## src/rtl/mem_bridge_pkg.sv

```systemverilog
// Message codes shared with the L2 and memory models, plus the bridge FSM encoding.
package mem_bridge_pkg;

    localparam logic [3:0] NO_REQ   = 4'd0;
    localparam logic [3:0] R_REQ    = 4'd1;
    localparam logic [3:0] WB_REQ   = 4'd2;
    localparam logic [3:0] FLUSH    = 4'd3;
    localparam logic [3:0] MEM_RESP = 4'd5;
    localparam logic [3:0] MEM_DONE = 4'd6;

    typedef logic [1:0] state_t;

    localparam state_t ST_IDLE  = 2'd0;
    localparam state_t ST_READ  = 2'd1;
    localparam state_t ST_WRITE = 2'd2;
    localparam state_t ST_RESP  = 2'd3;

    function automatic logic is_write_code(input logic [3:0] msg);
        return (msg == WB_REQ) || (msg == FLUSH);
    endfunction

endpackage

```

## src/rtl/l2_mem_line_buffer.sv

```systemverilog
// One L2 line of storage: word-indexed fill for reads, whole-line load for write-backs.
module l2_mem_line_buffer #(
    parameter int DATA_WIDTH  = 32,
    parameter int OFFSET_BITS = 2
) (
    input  logic                                   clock,
    input  logic                                   reset,
    input  logic                                   word_we,
    input  logic [OFFSET_BITS-1:0]                 word_idx,
    input  logic [DATA_WIDTH-1:0]                  word_data,
    input  logic                                   line_we,
    input  logic [(DATA_WIDTH<<OFFSET_BITS)-1:0]   line_data,
    input  logic [OFFSET_BITS-1:0]                 rd_idx,
    output logic [DATA_WIDTH-1:0]                  rd_data,
    output logic [(DATA_WIDTH<<OFFSET_BITS)-1:0]   line
);

    localparam int L2_WORDS = 1 << OFFSET_BITS;

    logic [DATA_WIDTH-1:0] words [L2_WORDS];

    // NOTE: the array is reset because it drives mem2cache_data, whose reset value the L2 can see.
    // NOTE: state is written with <= so every word updates from values sampled at the same edge.
    always_ff @(posedge clock) begin
        if (reset) begin
            for (int k = 0; k < L2_WORDS; k++) begin
                words[k] <= '0;
            end
        end else if (line_we) begin
            for (int k = 0; k < L2_WORDS; k++) begin
                words[k] <= line_data[k*DATA_WIDTH +: DATA_WIDTH];
            end
        end else if (word_we) begin
            words[word_idx] <= word_data;
        end
    end

    // NOTE: every slice of line is assigned on every pass, so no latch can be inferred here.
    always_comb begin
        for (int k = 0; k < L2_WORDS; k++) begin
            line[k*DATA_WIDTH +: DATA_WIDTH] = words[k];
        end
    end

    assign rd_data = words[rd_idx];

endmodule

```

## src/rtl/l2_mem_bridge.sv

```systemverilog
// Bridges L2 line requests to a word-wide valid/ready memory port and reassembles read lines.
module l2_mem_bridge
    import mem_bridge_pkg::*;
#(
    parameter int DATA_WIDTH   = 32,
    parameter int ADDRESS_BITS = 32,
    parameter int MSG_BITS     = 4,
    parameter int OFFSET_BITS  = 2
) (
    input  logic                                  clock,
    input  logic                                  reset,
    input  logic [MSG_BITS-1:0]                   cache2mem_msg,
    input  logic [ADDRESS_BITS-1:0]               cache2mem_address,
    input  logic [(DATA_WIDTH<<OFFSET_BITS)-1:0]  cache2mem_data,
    output logic [MSG_BITS-1:0]                   mem2cache_msg,
    output logic [ADDRESS_BITS-1:0]               mem2cache_address,
    output logic [(DATA_WIDTH<<OFFSET_BITS)-1:0]  mem2cache_data,
    output logic                                  mem_req_valid,
    input  logic                                  mem_req_ready,
    output logic                                  mem_req_we,
    output logic [ADDRESS_BITS-1:0]               mem_req_address,
    output logic [DATA_WIDTH-1:0]                 mem_req_data,
    input  logic                                  mem_rsp_valid,
    input  logic [DATA_WIDTH-1:0]                 mem_rsp_data
);

    localparam int L2_WORDS = 1 << OFFSET_BITS;
    localparam int L2_WIDTH = L2_WORDS * DATA_WIDTH;
    localparam logic [OFFSET_BITS:0] CNT_FULL = (OFFSET_BITS+1)'(L2_WORDS);

    state_t                    state;
    logic [ADDRESS_BITS-1:0]   base;
    logic [OFFSET_BITS:0]      issue_cnt;
    logic [OFFSET_BITS:0]      recv_cnt;
    logic [OFFSET_BITS:0]      issue_next;
    logic [OFFSET_BITS:0]      recv_next;
    logic [ADDRESS_BITS-1:0]   req_base;
    logic                      is_read_req;
    logic                      is_write_req;
    logic                      issue_fire;
    logic                      rsp_take;
    logic [DATA_WIDTH-1:0]     buf_rd_data;
    logic [L2_WIDTH-1:0]       line_q;

    assign is_read_req  = (state == ST_IDLE) && (cache2mem_msg == MSG_BITS'(R_REQ));
    assign is_write_req = (state == ST_IDLE) &&
                          is_write_code(4'(cache2mem_msg));
    assign req_base     = {cache2mem_address[ADDRESS_BITS-1:OFFSET_BITS], {OFFSET_BITS{1'b0}}};
    assign issue_fire   = mem_req_valid && mem_req_ready;
    assign issue_next   = issue_cnt + 1'b1;
    assign recv_next    = recv_cnt + 1'b1;
    // Late or stray responses are dropped once the line is complete or outside a read.
    assign rsp_take     = (state == ST_READ) && mem_rsp_valid && (recv_cnt != CNT_FULL);

    l2_mem_line_buffer #(
        .DATA_WIDTH  (DATA_WIDTH),
        .OFFSET_BITS (OFFSET_BITS)
    ) u_line_buffer (
        .clock     (clock),
        .reset     (reset),
        .word_we   (rsp_take),
        .word_idx  (recv_cnt[OFFSET_BITS-1:0]),
        .word_data (mem_rsp_data),
        .line_we   (is_write_req),
        .line_data (cache2mem_data),
        .rd_idx    (issue_next[OFFSET_BITS-1:0]),
        .rd_data   (buf_rd_data),
        .line      (line_q)
    );

    assign mem2cache_data = line_q;

    always_ff @(posedge clock) begin
        if (reset) begin
            state             <= ST_IDLE;
            base              <= '0;
            issue_cnt         <= '0;
            recv_cnt          <= '0;
            mem2cache_msg     <= MSG_BITS'(NO_REQ);
            mem2cache_address <= '0;
            mem_req_valid     <= 1'b0;
            mem_req_we        <= 1'b0;
            mem_req_address   <= '0;
            mem_req_data      <= '0;
        end else begin
            case (state)
                ST_IDLE: begin
                    if (is_read_req || is_write_req) begin
                        base            <= req_base;
                        issue_cnt       <= '0;
                        recv_cnt        <= '0;
                        mem_req_valid   <= 1'b1;
                        mem_req_we      <= is_write_req;
                        mem_req_address <= req_base;
                        // The buffer loads on this same edge, so word 0 comes from the input.
                        mem_req_data    <= is_write_req ? cache2mem_data[DATA_WIDTH-1:0] : '0;
                        state           <= is_write_req ? ST_WRITE : ST_READ;
                    end
                end

                ST_READ: begin
                    if (issue_fire) begin
                        issue_cnt <= issue_next;
                        if (issue_next == CNT_FULL) begin
                            mem_req_valid <= 1'b0;
                        end else begin
                            mem_req_address <= base + ADDRESS_BITS'(issue_next);
                        end
                    end
                    if (rsp_take) begin
                        recv_cnt <= recv_next;
                        if (recv_next == CNT_FULL) begin
                            state             <= ST_RESP;
                            mem2cache_msg     <= MSG_BITS'(MEM_RESP);
                            mem2cache_address <= base;
                        end
                    end
                end

                ST_WRITE: begin
                    if (issue_fire) begin
                        issue_cnt <= issue_next;
                        if (issue_next == CNT_FULL) begin
                            mem_req_valid     <= 1'b0;
                            mem_req_we        <= 1'b0;
                            state             <= ST_RESP;
                            mem2cache_msg     <= MSG_BITS'(MEM_DONE);
                            mem2cache_address <= base;
                        end else begin
                            mem_req_address <= base + ADDRESS_BITS'(issue_next);
                            mem_req_data    <= buf_rd_data;
                        end
                    end
                end

                ST_RESP: begin
                    if (cache2mem_msg == MSG_BITS'(NO_REQ)) begin
                        state         <= ST_IDLE;
                        mem2cache_msg <= MSG_BITS'(NO_REQ);
                    end
                end

                default: state <= ST_IDLE;
            endcase
        end
    end

endmodule

```

## config.mk

```make
export PLATFORM = sky130hd
export DESIGN_NAME = l2_mem_bridge
export DESIGN_NICKNAME = d
export VERILOG_FILES = /design/src/rtl/mem_bridge_pkg.sv /design/src/rtl/l2_mem_line_buffer.sv /design/src/rtl/l2_mem_bridge.sv
export SDC_FILE = /design/constraint.sdc
export NUM_CORES = 1
export LEC_CHECK = 0
export BUFFER_PORTS_ARGS = -buffer_cell sky130_fd_sc_hd__buf_2
export CELL_PAD_IN_SITES_DETAIL_PLACEMENT = 0
export CELL_PAD_IN_SITES_GLOBAL_PLACEMENT = 1
export CORE_ASPECT_RATIO = 0.7
export CORE_MARGIN = 5
export CORE_UTILIZATION = 37
export DETAILED_ROUTE_END_ITERATION = 16
export GPL_TIMING_DRIVEN = 0
export PLACE_DENSITY = 0.89
export SYNTH_ARGS = -nofsm -noshare
export SYNTH_HDL_FRONTEND = slang
export SYNTH_SLANG_ARGS = --single-unit
```

## constraint.sdc

```tcl
create_clock -name clock -period 5 [get_ports clock]
set_clock_uncertainty 0.1 [all_clocks]
set_input_delay 0.25 -clock clock [delete_from_list [all_inputs] [get_ports clock]]
set_output_delay 0.25 -clock clock [all_outputs]
set_load 0.02 [all_outputs]
```

==> impl_metrics.ini, run 1 <==
[outcome]
outcome = completed

[die]
io-pin-count = 430
floorplan.initialDensity = 0.377
rows = 55
die_width_um = 227
die_h_um = 162
core_region_area_mm2 = 0.0325
die_area_mm2 = 0.0369

[detailed_routing]
vias_per_cell = 5.76
drt_iter0_drc = 1694
postRouteAntennaNets = 0
drt_pre_antenna_iters = 8
vias = 13269
totalWireLength_mm = 55.7
drcViolationCount = 0
routedWlPerCell_um = 24.2

[synthesis]
number_of_flops_mapped_to_enable_cells_by_yosys = 128
synthXorXnorAreaFrac = 0.0172
synthesis.instances = 1108
yosys.area_share.simple = 0.115
synth_compound_gate_area_share = 0.206
synth_area_leader_cell = sky130_fd_sc_hd__edfxtp_1
synth_mux_area_frac = 0.0681
ys_top_cells_by_area = sky130_fd_sc_hd__edfxtp_1, sky130_fd_sc_hd__dfxtp_1, sky130_fd_sc_hd__a22o_1
synth_fa_ha_area_frac = 0.0153
yosys.area.top_type_share = 0.314
ys_seq_area_frac = 0.538
yosys.cell_types.count = 68
synth_warnings = 0
syn-mean-instance-area_um2 = 11.0
netlist_area_mm2 = 0.0122
synthesized_flop_and_latch_total = 265
dominantRegCellSynth = sky130_fd_sc_hd__dfxtp_1
dominant_combinational_cell_family_by_area_after_synthesis = compound AO/OA/AOI/OAI gates
ys_async_sr_fraction = 0

[sta]
setup_ws_ns = 1.31
max_freq_mhz = 271
final_max_slew_viol_count = 0
worst-slew-pin-transition_ns = 0.919
setup_tns_ns = 0
final_hold_violation_count = 0
setup_viol = 0
period_needed_ns = 3.69
rsz0062_at_grt = false
final.hold.worst_slack_ns = 0.0356
slew_headroom = 0.387
fin_crit_sh = 0.737

[pwr]
netSwitchingFraction = 0.368
totalPowerFinal_mw = 7.37
total_switching_power_mw = 2.71
total_leakage_power_nw = 8.17
power_frac_comb = 0.341
worst_ir_drop_vdd_mv = 0.211
seq_power_share = 0.385
clock_power_share = 0.274
intPower_mw = 4.65
power-per-cell-area_mw_per_mm2 = 393

[grt]
global_route.overflow_total = 0
grt_pass1_vias = 13540
grt_first_pass_wirelength_mm = 81.3
maximum_number_of_pins_on_one_net_before_global_route_repair = 31
track_usage = 0.287
initial_antenna_violation_count = 8

[clocking]
h-tree-depth = 1
postCtsResizedCells = 0
worst_skew_pair_latency_ns = 0.55
cts.sink_count = 265
cts_buffers = 27
cts_tree = built
cts.clk_slew.worst_paths_ns = 0.07
cts_max_path_buffers = 3
clock_tree.root_cell = sky130_fd_sc_hd__clkbuf_16

[placement]
finalWeightedCongestion = 0.921
hpwl_mm = 38.5
port_bufs = 423
pre_cts_ws_ns = 1.87
dp_cells = 1964

[setup_path]
worst-path-max-fanout = 10
critical_path.cell_chain = inv_1 -> ha_1 -> buf_2 -> nor3b_2 -> and2_4 -> nor4_2 -> clkbuf_1 -> a22o_1 -> dlygate4sd3_1
worst_path_max_delay_cell = sky130_fd_sc_hd__clkbuf_1
critPathKind = flip-flop to flip-flop
cpPeakStageDelay_ns = 0.68
crit_required_ns = 5.29
end_kind = flip-flop
cp_data_arrival_time_ns = 3.98
worstSetupStartpointType = flip-flop

[final_layout]
final_cell_count_no_fill = 2303
post_route_cells_drive_above_1_share = 0.298
fin_nets = 2067
layout-area-overhead-vs-synth_pct = 53.0

[flow_run]
max_cap_violations = 0

[min_path]
worstHoldPathType = input port to flip-flop
[path summary, 6_finish.rpt]
kind | cells after the start | startpoint | end | slack (ns)
setup / recovery | 9 | state[0]$_SDFFE_PP0P_ | u_line_buffer.words[0][17]$_DFFE_PP_ | 1.31
hold / removal | 3 | cache2mem_data[0] | mem_req_data[0]$_SDFFE_PP0P_ | 0.04
setup reg to reg | 9 | state[0]$_SDFFE_PP0P_ | u_line_buffer.words[0][17]$_DFFE_PP_ | 1.31
hold reg to reg | 2 | mem2cache_address[17]$_SDFFE_PP0P_ | mem2cache_address[17]$_SDFFE_PP0P_ | 0.36
[area by class of cell]
| cell class | count | area, um2 |
|---|---|---|
| fillers | 2665 | 13700 |
| flip-flops and latches | 265 | 6590 |
| multi-input cells | 733 | 5190 |
| repair buffers | 713 | 5070 |
| clock buffers | 33 | 718 |
| well taps | 427 | 534 |
| plain buffers | 97 | 437 |
| clock inverters | 16 | 134 |
| inverters | 15 | 56.3 |
| diodes | 4 | 10.0 |
[layer usage]
metal | routed length, um | part of all wire | track usage | vias to the layer above
met5 | 48 | 0.00086 | 0 | -
met4 | 2540 | 0.046 | 0.118 | 8
li1 | - | - | - | 5686
met2 | 25100 | 0.45 | 0.451 | 1032
met1 | 21200 | 0.38 | 0.365 | 6342
met3 | 6870 | 0.12 | 0.0952 | 201
[synthesized netlist by cell type (4+ instances only)]
cell                       count
sky130_fd_sc_hd__a22oi_1      37
sky130_fd_sc_hd__dfxtp_1     137
sky130_fd_sc_hd__a211oi_1     36
sky130_fd_sc_hd__o22ai_1       7
sky130_fd_sc_hd__a21oi_1      84
sky130_fd_sc_hd__xor2_1       17
sky130_fd_sc_hd__buf_2        21
sky130_fd_sc_hd__mux4_2       32
sky130_fd_sc_hd__nand4_1       8
sky130_fd_sc_hd__mux2i_1       9
sky130_fd_sc_hd__inv_1        14
sky130_fd_sc_hd__o221ai_1      4
sky130_fd_sc_hd__buf_1         4
sky130_fd_sc_hd__and2_1        7
sky130_fd_sc_hd__a22o_1      129
sky130_fd_sc_hd__xnor2_1       7
sky130_fd_sc_hd__buf_4        12
sky130_fd_sc_hd__nand2_1     166
sky130_fd_sc_hd__o211ai_1      4
sky130_fd_sc_hd__nand3_1      13
sky130_fd_sc_hd__a211o_1       6
sky130_fd_sc_hd__and4_1        7
sky130_fd_sc_hd__ha_1         15
sky130_fd_sc_hd__and3_1        9
sky130_fd_sc_hd__nor2_1       69
sky130_fd_sc_hd__nand2b_1      4
sky130_fd_sc_hd__edfxtp_1    128
sky130_fd_sc_hd__clkbuf_1     59
sky130_fd_sc_hd__a31oi_1       5
sky130_fd_sc_hd__o21ai_0       9
[critical path, delay by kind of cell, from the launching register on]
kind | cells | cell delay, ns
buffers and inverters | 4 | 1.54
AND/OR/NAND/NOR | 3 | 1.03
flip-flops | 1 | 0.41
adder cells (fa/ha/maj) | 1 | 0.19
AO/OA/AOI/OAI | 1 | 0.24
[repair_timing]
item | 4_1_cts | 5_1_grt
buffers inserted | 0 | 0
hold buffers | 286 | 0
hold endpoints to repair | 187 | 0
[logic make-up (layout without fill, tap and decap cells)]
group,count (synthesis),in the layout
AOI/OAI and AO/OA,342,342
xor gates and xnor gates,24,24
adders and majority gates,15,15
buffers and inverters,112,874
DFF,265,265
muxes,43,43
other,1,7
and+or+nand+nor,306,306
[registers in the layout (all words and copies together), names as in the netlist]
name,count
mem2cache_address,30
recv_cnt,3
issue_cnt,3
mem_req_data,32
u_line_buffer.words,128
state,2
mem_req_address,32
mem2cache_msg,3
mem_req_valid,1
base,30
mem_req_we,1
[per-stage QoR]
stage / utilization / instance area [um2]
after global placement: 0.459 / 14900
after global routing: 0.577 / 18700
final: 0.577 / 18700
after CTS: 0.576 / 18700
after detailed placement: 0.462 / 15000
after floorplan: - / 12300
[power by group through the flow]
stage / Sequential (mW) / Combinational [mW] / Clock, mW
detailed placement: 2.86 / 2.30 / 0
CTS: 2.82 / 2.46 / 2.03
global placement: 2.86 / 2.26 / 0
finish: 2.84 / 2.51 / 2.02
floorplan: 3.18 / 1.06 / 0
global route: 2.86 / 2.66 / 2.13
[cell usage in the layout, fill, tap and decap left out, types with 27 or more instances in the layout]
cell and count:
sky130_fd_sc_hd__a211oi_1 36, sky130_fd_sc_hd__a21oi_1 84, sky130_fd_sc_hd__a22o_1 129, sky130_fd_sc_hd__a22oi_1 37, sky130_fd_sc_hd__buf_2 444, sky130_fd_sc_hd__clkbuf_1 63
sky130_fd_sc_hd__clkbuf_16 27, sky130_fd_sc_hd__dfxtp_1 137, sky130_fd_sc_hd__dlygate4sd3_1 286, sky130_fd_sc_hd__edfxtp_1 128, sky130_fd_sc_hd__mux4_2 32, sky130_fd_sc_hd__nand2_1 166
sky130_fd_sc_hd__nor2_1 69
(Power assumes the default switching activity.)
==> run 2: changes to the inputs <==
clock period = 3.9 ns   (was 5 ns; I/O delays follow)
==> run 2 against run 1 <==
Against the previous run: clock power up 28%; die area unchanged; fmax up 0.70%; combinational power up 29%; critical path depth unchanged; sequential share of layout area down 0.056 points; utilization up 0.092 points; largest power group unchanged.
==> impl_metrics.ini, run 2 (synthesis gave the netlist of run 1 again) <==
[grt]
global_route.overflow_total = 0
track_usage = 0.287
maximum_number_of_pins_on_one_net_before_global_route_repair = 31
grt_pass1_vias = 13603
initial_antenna_violation_count = 8
grt_first_pass_wirelength_mm = 81.5

[final_layout]
fin_nets = 2070
layout_top_registers = u_line_buffer.words: 128 flops, mem_req_address: 32 flops, mem_req_data: 32 flops
final_cell_mix = sky130_fd_sc_hd__buf_2, sky130_fd_sc_hd__dlygate4sd3_1, sky130_fd_sc_hd__nand2_1, sky130_fd_sc_hd__dfxtp_1, sky130_fd_sc_hd__a22o_1
layout.filler_cells = 2672
layout.core_utilization = 0.578
final_cell_count_no_fill = 2306
post_route_cells_drive_above_1_share = 0.297
largest-register = u_line_buffer.words
final_cell_area_mm2 = 0.0188
largest_register_ffs = 128
layout-area-overhead-vs-synth_pct = 53.3
layout.cells.most_common = sky130_fd_sc_hd__buf_2

[pwr]
clock_power_share = 0.274
total_leakage_power_nw = 8.18
power_frac_comb = 0.341
total_switching_power_mw = 3.49
worst_ir_drop_vdd_mv = 0.365
intPower_mw = 5.97
netSwitchingFraction = 0.369
power-per-cell-area_mw_per_mm2 = 504
seq_power_share = 0.384
totalPowerFinal_mw = 9.45

[clocking]
cts_tree = built
cts_buffers = 27
setup_fix_buffers_added_after_clock_tree_synthesis = 0
cts.sink_count = 265
h-tree-depth = 1
clock_tree.root_cell = sky130_fd_sc_hd__clkbuf_16
cts_max_path_buffers = 3
cts.clk_slew.worst_paths_ns = 0.07
worst_skew_pair_latency_ns = 0.55

[setup_path]
crit_required_ns = 4.20
critical_path.cell_chain = inv_1 -> ha_1 -> buf_2 -> nor3b_2 -> and2_4 -> nor4_2 -> clkbuf_1 -> a22o_1 -> dlygate4sd3_1
worstSetupStartpointType = flip-flop
cp_data_arrival_time_ns = 3.96
cpPeakStageDelay_ns = 0.70
critPathKind = flip-flop to flip-flop
worst-path-max-fanout = 10
worst_path_max_delay_cell = sky130_fd_sc_hd__clkbuf_1
end_kind = flip-flop

[sta]
final_hold_violation_count = 0
final_max_slew_viol_count = 0
setup_viol = 0
setup_tns_ns = 0
period_needed_ns = 3.66
worst-slew-pin-transition_ns = 0.927
fin_crit_sh = 0.939
final.hold.worst_slack_ns = 0.0819
setup_ws_ns = 0.239
slew_headroom = 0.382
rsz0062_at_grt = false
max_freq_mhz = 273

[die]
rows = 55
die_area_mm2 = 0.0369
io-pin-count = 430
floorplan.initialDensity = 0.377
die_width_um = 227
die_h_um = 162
core_region_area_mm2 = 0.0325

[min_path]
worstHoldPathType = input port to flip-flop

[placement]
port_bufs = 423
placedInstanceArea_mm2 = 0.0150
pre_cts_ws_ns = 0.768
hpwl_mm = 38.5
finalWeightedCongestion = 0.921
dp_cells = 1964

[detailed_routing]
totalWireLength_mm = 55.9
routedWlPerCell_um = 24.2
postRouteAntennaNets = 0
drt_iter0_drc = 1549
drt_pre_antenna_iters = 6
drcViolationCount = 0
vias_per_cell = 5.78
vias = 13325

[flow_run]
max_cap_violations = 0

[outcome]
outcome = completed
## run 2: layout make-up
class | instances | area (um2) | share of cell area
repair buffers | 716 | 5100 | 0.272
diodes | 4 | 10.0 | 0.000533
clock inverters | 16 | 134 | 0.00714
inverters | 15 | 56.3 | 0.00300
multi-input cells | 733 | 5190 | 0.277
well taps | 427 | 534 | 0.0285
plain buffers | 97 | 437 | 0.0233
flip-flops and latches | 265 | 6590 | 0.351
clock buffers | 33 | 718 | 0.0383
## run 2: worst max-delay path, delay by kind of cell, from the launching register on
kind	cells	cell delay [ns]
fa+ha+maj	1	0.19
simple gates	3	1.01
compound gates	1	0.24
flops	1	0.41
buf+inv	4	1.56
## run 2: path summary, 6_finish.rpt
path | to | from | slack [ns] | depth (start not counted)
worst max-delay path | u_line_buffer.words[0][12]$_DFFE_PP_ | state[0]$_SDFFE_PP0P_ | 0.24 | 9
worst min-delay path | state[0]$_SDFFE_PP0P_ | cache2mem_msg[1] | 0.08 | 4
worst max register to register | u_line_buffer.words[0][12]$_DFFE_PP_ | state[0]$_SDFFE_PP0P_ | 0.24 | 9
worst min register to register | mem2cache_address[17]$_SDFFE_PP0P_ | mem2cache_address[17]$_SDFFE_PP0P_ | 0.36 | 2
## run 2: power by group through the flow
stage | combinational (mW) | clock [mW] | sequential, mW
floorplan | 1.36 | 0 | 4.07
global placement | 2.90 | 0 | 3.66
detailed placement | 2.96 | 0 | 3.67
CTS | 3.16 | 2.60 | 3.62
global route | 3.42 | 2.73 | 3.67
finish | 3.23 | 2.59 | 3.63
## run 2: timing repair
| item | CTS | global route |
|---|---|---|
| hold buffers | 289 | 0 |
| gates resized for setup | 0 | 0 |
| hold endpoints to repair | 216 | 0 |
## run 2: routing by layer
metal | global-route usage | share of wire | vias to the layer above
met2 | 0.456 | 0.45 | 1005
met3 | 0.0968 | 0.13 | 210
met4 | 0.114 | 0.046 | 8
met1 | 0.364 | 0.38 | 6404
met5 | 0 | 0.00086 | -
li1 | - | - | 5698
==> run 3: changes to the inputs <==
BUFFER_PORTS_ARGS = -buffer_cell sky130_fd_sc_hd__clkbuf_2   (was -buffer_cell sky130_fd_sc_hd__buf_2)
==> run 3 against run 2 <==
Against the previous run: sequential share of layout area fell by 0.19 points; global-route usage rose by 0.10 points; critical endpoint is now u_line_buffer.words[0][13]$_DFFE_PP_; final cell count barely moved; largest power group unchanged; first-iteration DRC count fell by 0.52%; register-to-register slack got worse by 0.07 ns; via count fell by 0.11%; clock power rose by 7%; utilization rose by 0.31 points; sequential power barely moved.
==> impl_metrics.ini, run 3 (synthesis gave the netlist of run 1 again) <==
[die]
io-pin-count = 430
die_area_mm2 = 0.0369
floorplan.initialDensity = 0.377
die_width_um = 227
core_region_area_mm2 = 0.0325
rows = 55
die_h_um = 162

[setup_path]
cp_data_arrival_time_ns = 4.03
worst_r2r_path_depth = 9
critPathKind = flip-flop to flip-flop
source_of_the_critical_timing_path = state[0]$_SDFFE_PP0P_
launch_point_of_the_worst_reg_to_reg_path = state[0]$_SDFFE_PP0P_
worstSetupStartpointType = flip-flop
end_kind = flip-flop
crit_required_ns = 4.20
worst-r2r-setup-slack_ns = 0.17
setup.worst_path.end = u_line_buffer.words[0][13]$_DFFE_PP_
regToRegEndpoint = u_line_buffer.words[0][13]$_DFFE_PP_
worst-path-max-fanout = 10

[final_layout]
layout.cells.most_common = sky130_fd_sc_hd__clkbuf_2
fin_nets = 2071
layout.filler_cells = 2639
layout-area-overhead-vs-synth_pct = 54.1
largest-register = u_line_buffer.words
largest_register_ffs = 128
layout_top_registers = u_line_buffer.words: 128 flops, mem_req_address: 32 flops, mem_req_data: 32 flops
final_cell_mix = sky130_fd_sc_hd__clkbuf_2, sky130_fd_sc_hd__dlygate4sd3_1, sky130_fd_sc_hd__nand2_1, sky130_fd_sc_hd__dfxtp_1, sky130_fd_sc_hd__a22o_1
post_route_cells_drive_above_1_share = 0.300

[sta]
setup_viol = 0
setup_ws_ns = 0.171
slew_headroom = 0.377
worst-slew-pin-transition_ns = 0.934
rsz0062_at_grt = false
final_max_slew_viol_count = 0
max_freq_mhz = 268
final.hold.worst_slack_ns = 0.0874
setup_tns_ns = 0
period_needed_ns = 3.73
fin_crit_sh = 0.956
final_hold_violation_count = 0

[detailed_routing]
routedWlPerCell_um = 24.4
drt_iter0_drc = 1541
drcViolationCount = 0
vias_per_cell = 5.77
totalWireLength_mm = 56.3
drt_pre_antenna_iters = 5
vias = 13310
postRouteAntennaNets = 0

[pwr]
total_leakage_power_nw = 8.17
power-per-cell-area_mw_per_mm2 = 511
totalPowerFinal_mw = 9.65
worst_ir_drop_vdd_mv = 0.306

[placement]
hpwl_mm = 38.7
finalWeightedCongestion = 0.927
port_bufs = 423
pre_cts_ws_ns = 0.734

[clocking]
postCtsResizedCells = 0
cts.clk_slew.worst_paths_ns = 0.07
worst_skew_pair_latency_ns = 0.55
h-tree-depth = 1
cts_max_path_buffers = 3
clock_tree.root_cell = sky130_fd_sc_hd__clkbuf_16
cts_buffers = 27
cts_hold_repair.buffers = 290
setup_fix_buffers_added_after_clock_tree_synthesis = 0
cts_tree = built
cts.sink_count = 265

[outcome]
outcome = completed

[grt]
track_usage = 0.288
global_route.overflow_total = 0
grt_first_pass_wirelength_mm = 81.5
grt_pass1_vias = 13494
initial_antenna_violation_count = 9
maximum_number_of_pins_on_one_net_before_global_route_repair = 31

[min_path]
worstHoldPathType = input port to flip-flop

[flow_run]
max_cap_violations = 0
==> run 3: area by class of cell <==
| class | count | area (um2) | area share |
|---|---|---|---|
| repair buffers | 717 | 5110 | 0.271 |
| multi-input cells | 733 | 5190 | 0.275 |
| diodes | 5 | 12.5 | 0.000663 |
| plain buffers | 97 | 437 | 0.0231 |
| flip-flops and latches | 265 | 6590 | 0.349 |
| well taps | 427 | 534 | 0.0283 |
| clock inverters | 9 | 103 | 0.00544 |
| clock buffers | 40 | 830 | 0.0440 |
| inverters | 15 | 56.3 | 0.00298 |
==> run 3: worst min path at each step <==
stage	start	endpoint	slack [ns]	cells after the start
6_report	cache2mem_msg[1]	state[0]$_SDFFE_PP0P_	0.09	4
5_1_grt	cache2mem_msg[1]	state[0]$_SDFFE_PP0P_	0.09	4
4_1_cts	cache2mem_msg[1]	state[0]$_SDFFE_PP0P_	0.05	4
3_5_place_dp	cache2mem_address[19]	base[19]$_SDFFE_PP0P_	0.34	3
3_3_place_gp	cache2mem_address[22]	base[22]$_SDFFE_PP0P_	0.34	3
2_1_floorplan	cache2mem_address[31]	base[31]$_SDFFE_PP0P_	0.23	2
==> run 3: power by group <==
part	leakage [nW]	total, mW	internal, mW	switching (mW)
clock network	0.467	2.78	1.60	1.18
logic	5.25	3.22	1.17	2.05
registers	2.45	3.65	3.35	0.295
==> run 3: layer usage <==
metal | share of wire | global-route usage
met1 | 0.38 | 0.378
met2 | 0.45 | 0.447
met3 | 0.12 | 0.0804
met4 | 0.051 | 0.130
met5 | 0.00082 | 0
==> run 3: stage by stage <==
stage                     std cells  utilization  area, um2
after global routing           2308        0.581      18900
final                          2308        0.581      18900
after global placement         1960        0.459      14900
after floorplan                1110            -      12300
after CTS                      2303        0.580      18900
after detailed placement       1964        0.462      15000
==> run 3: worst max-delay path: stages, from the launching register on <==
cell and delay [ns]:
sky130_fd_sc_hd__dfxtp_1 0.40, sky130_fd_sc_hd__inv_1 0.09, sky130_fd_sc_hd__ha_1 0.19, sky130_fd_sc_hd__buf_2 0.18
sky130_fd_sc_hd__nor3b_2 0.18, sky130_fd_sc_hd__and2_4 0.18, sky130_fd_sc_hd__nor4_2 0.70, sky130_fd_sc_hd__clkbuf_1 0.71
sky130_fd_sc_hd__a22o_1 0.26, sky130_fd_sc_hd__dlygate4sd3_1 0.59
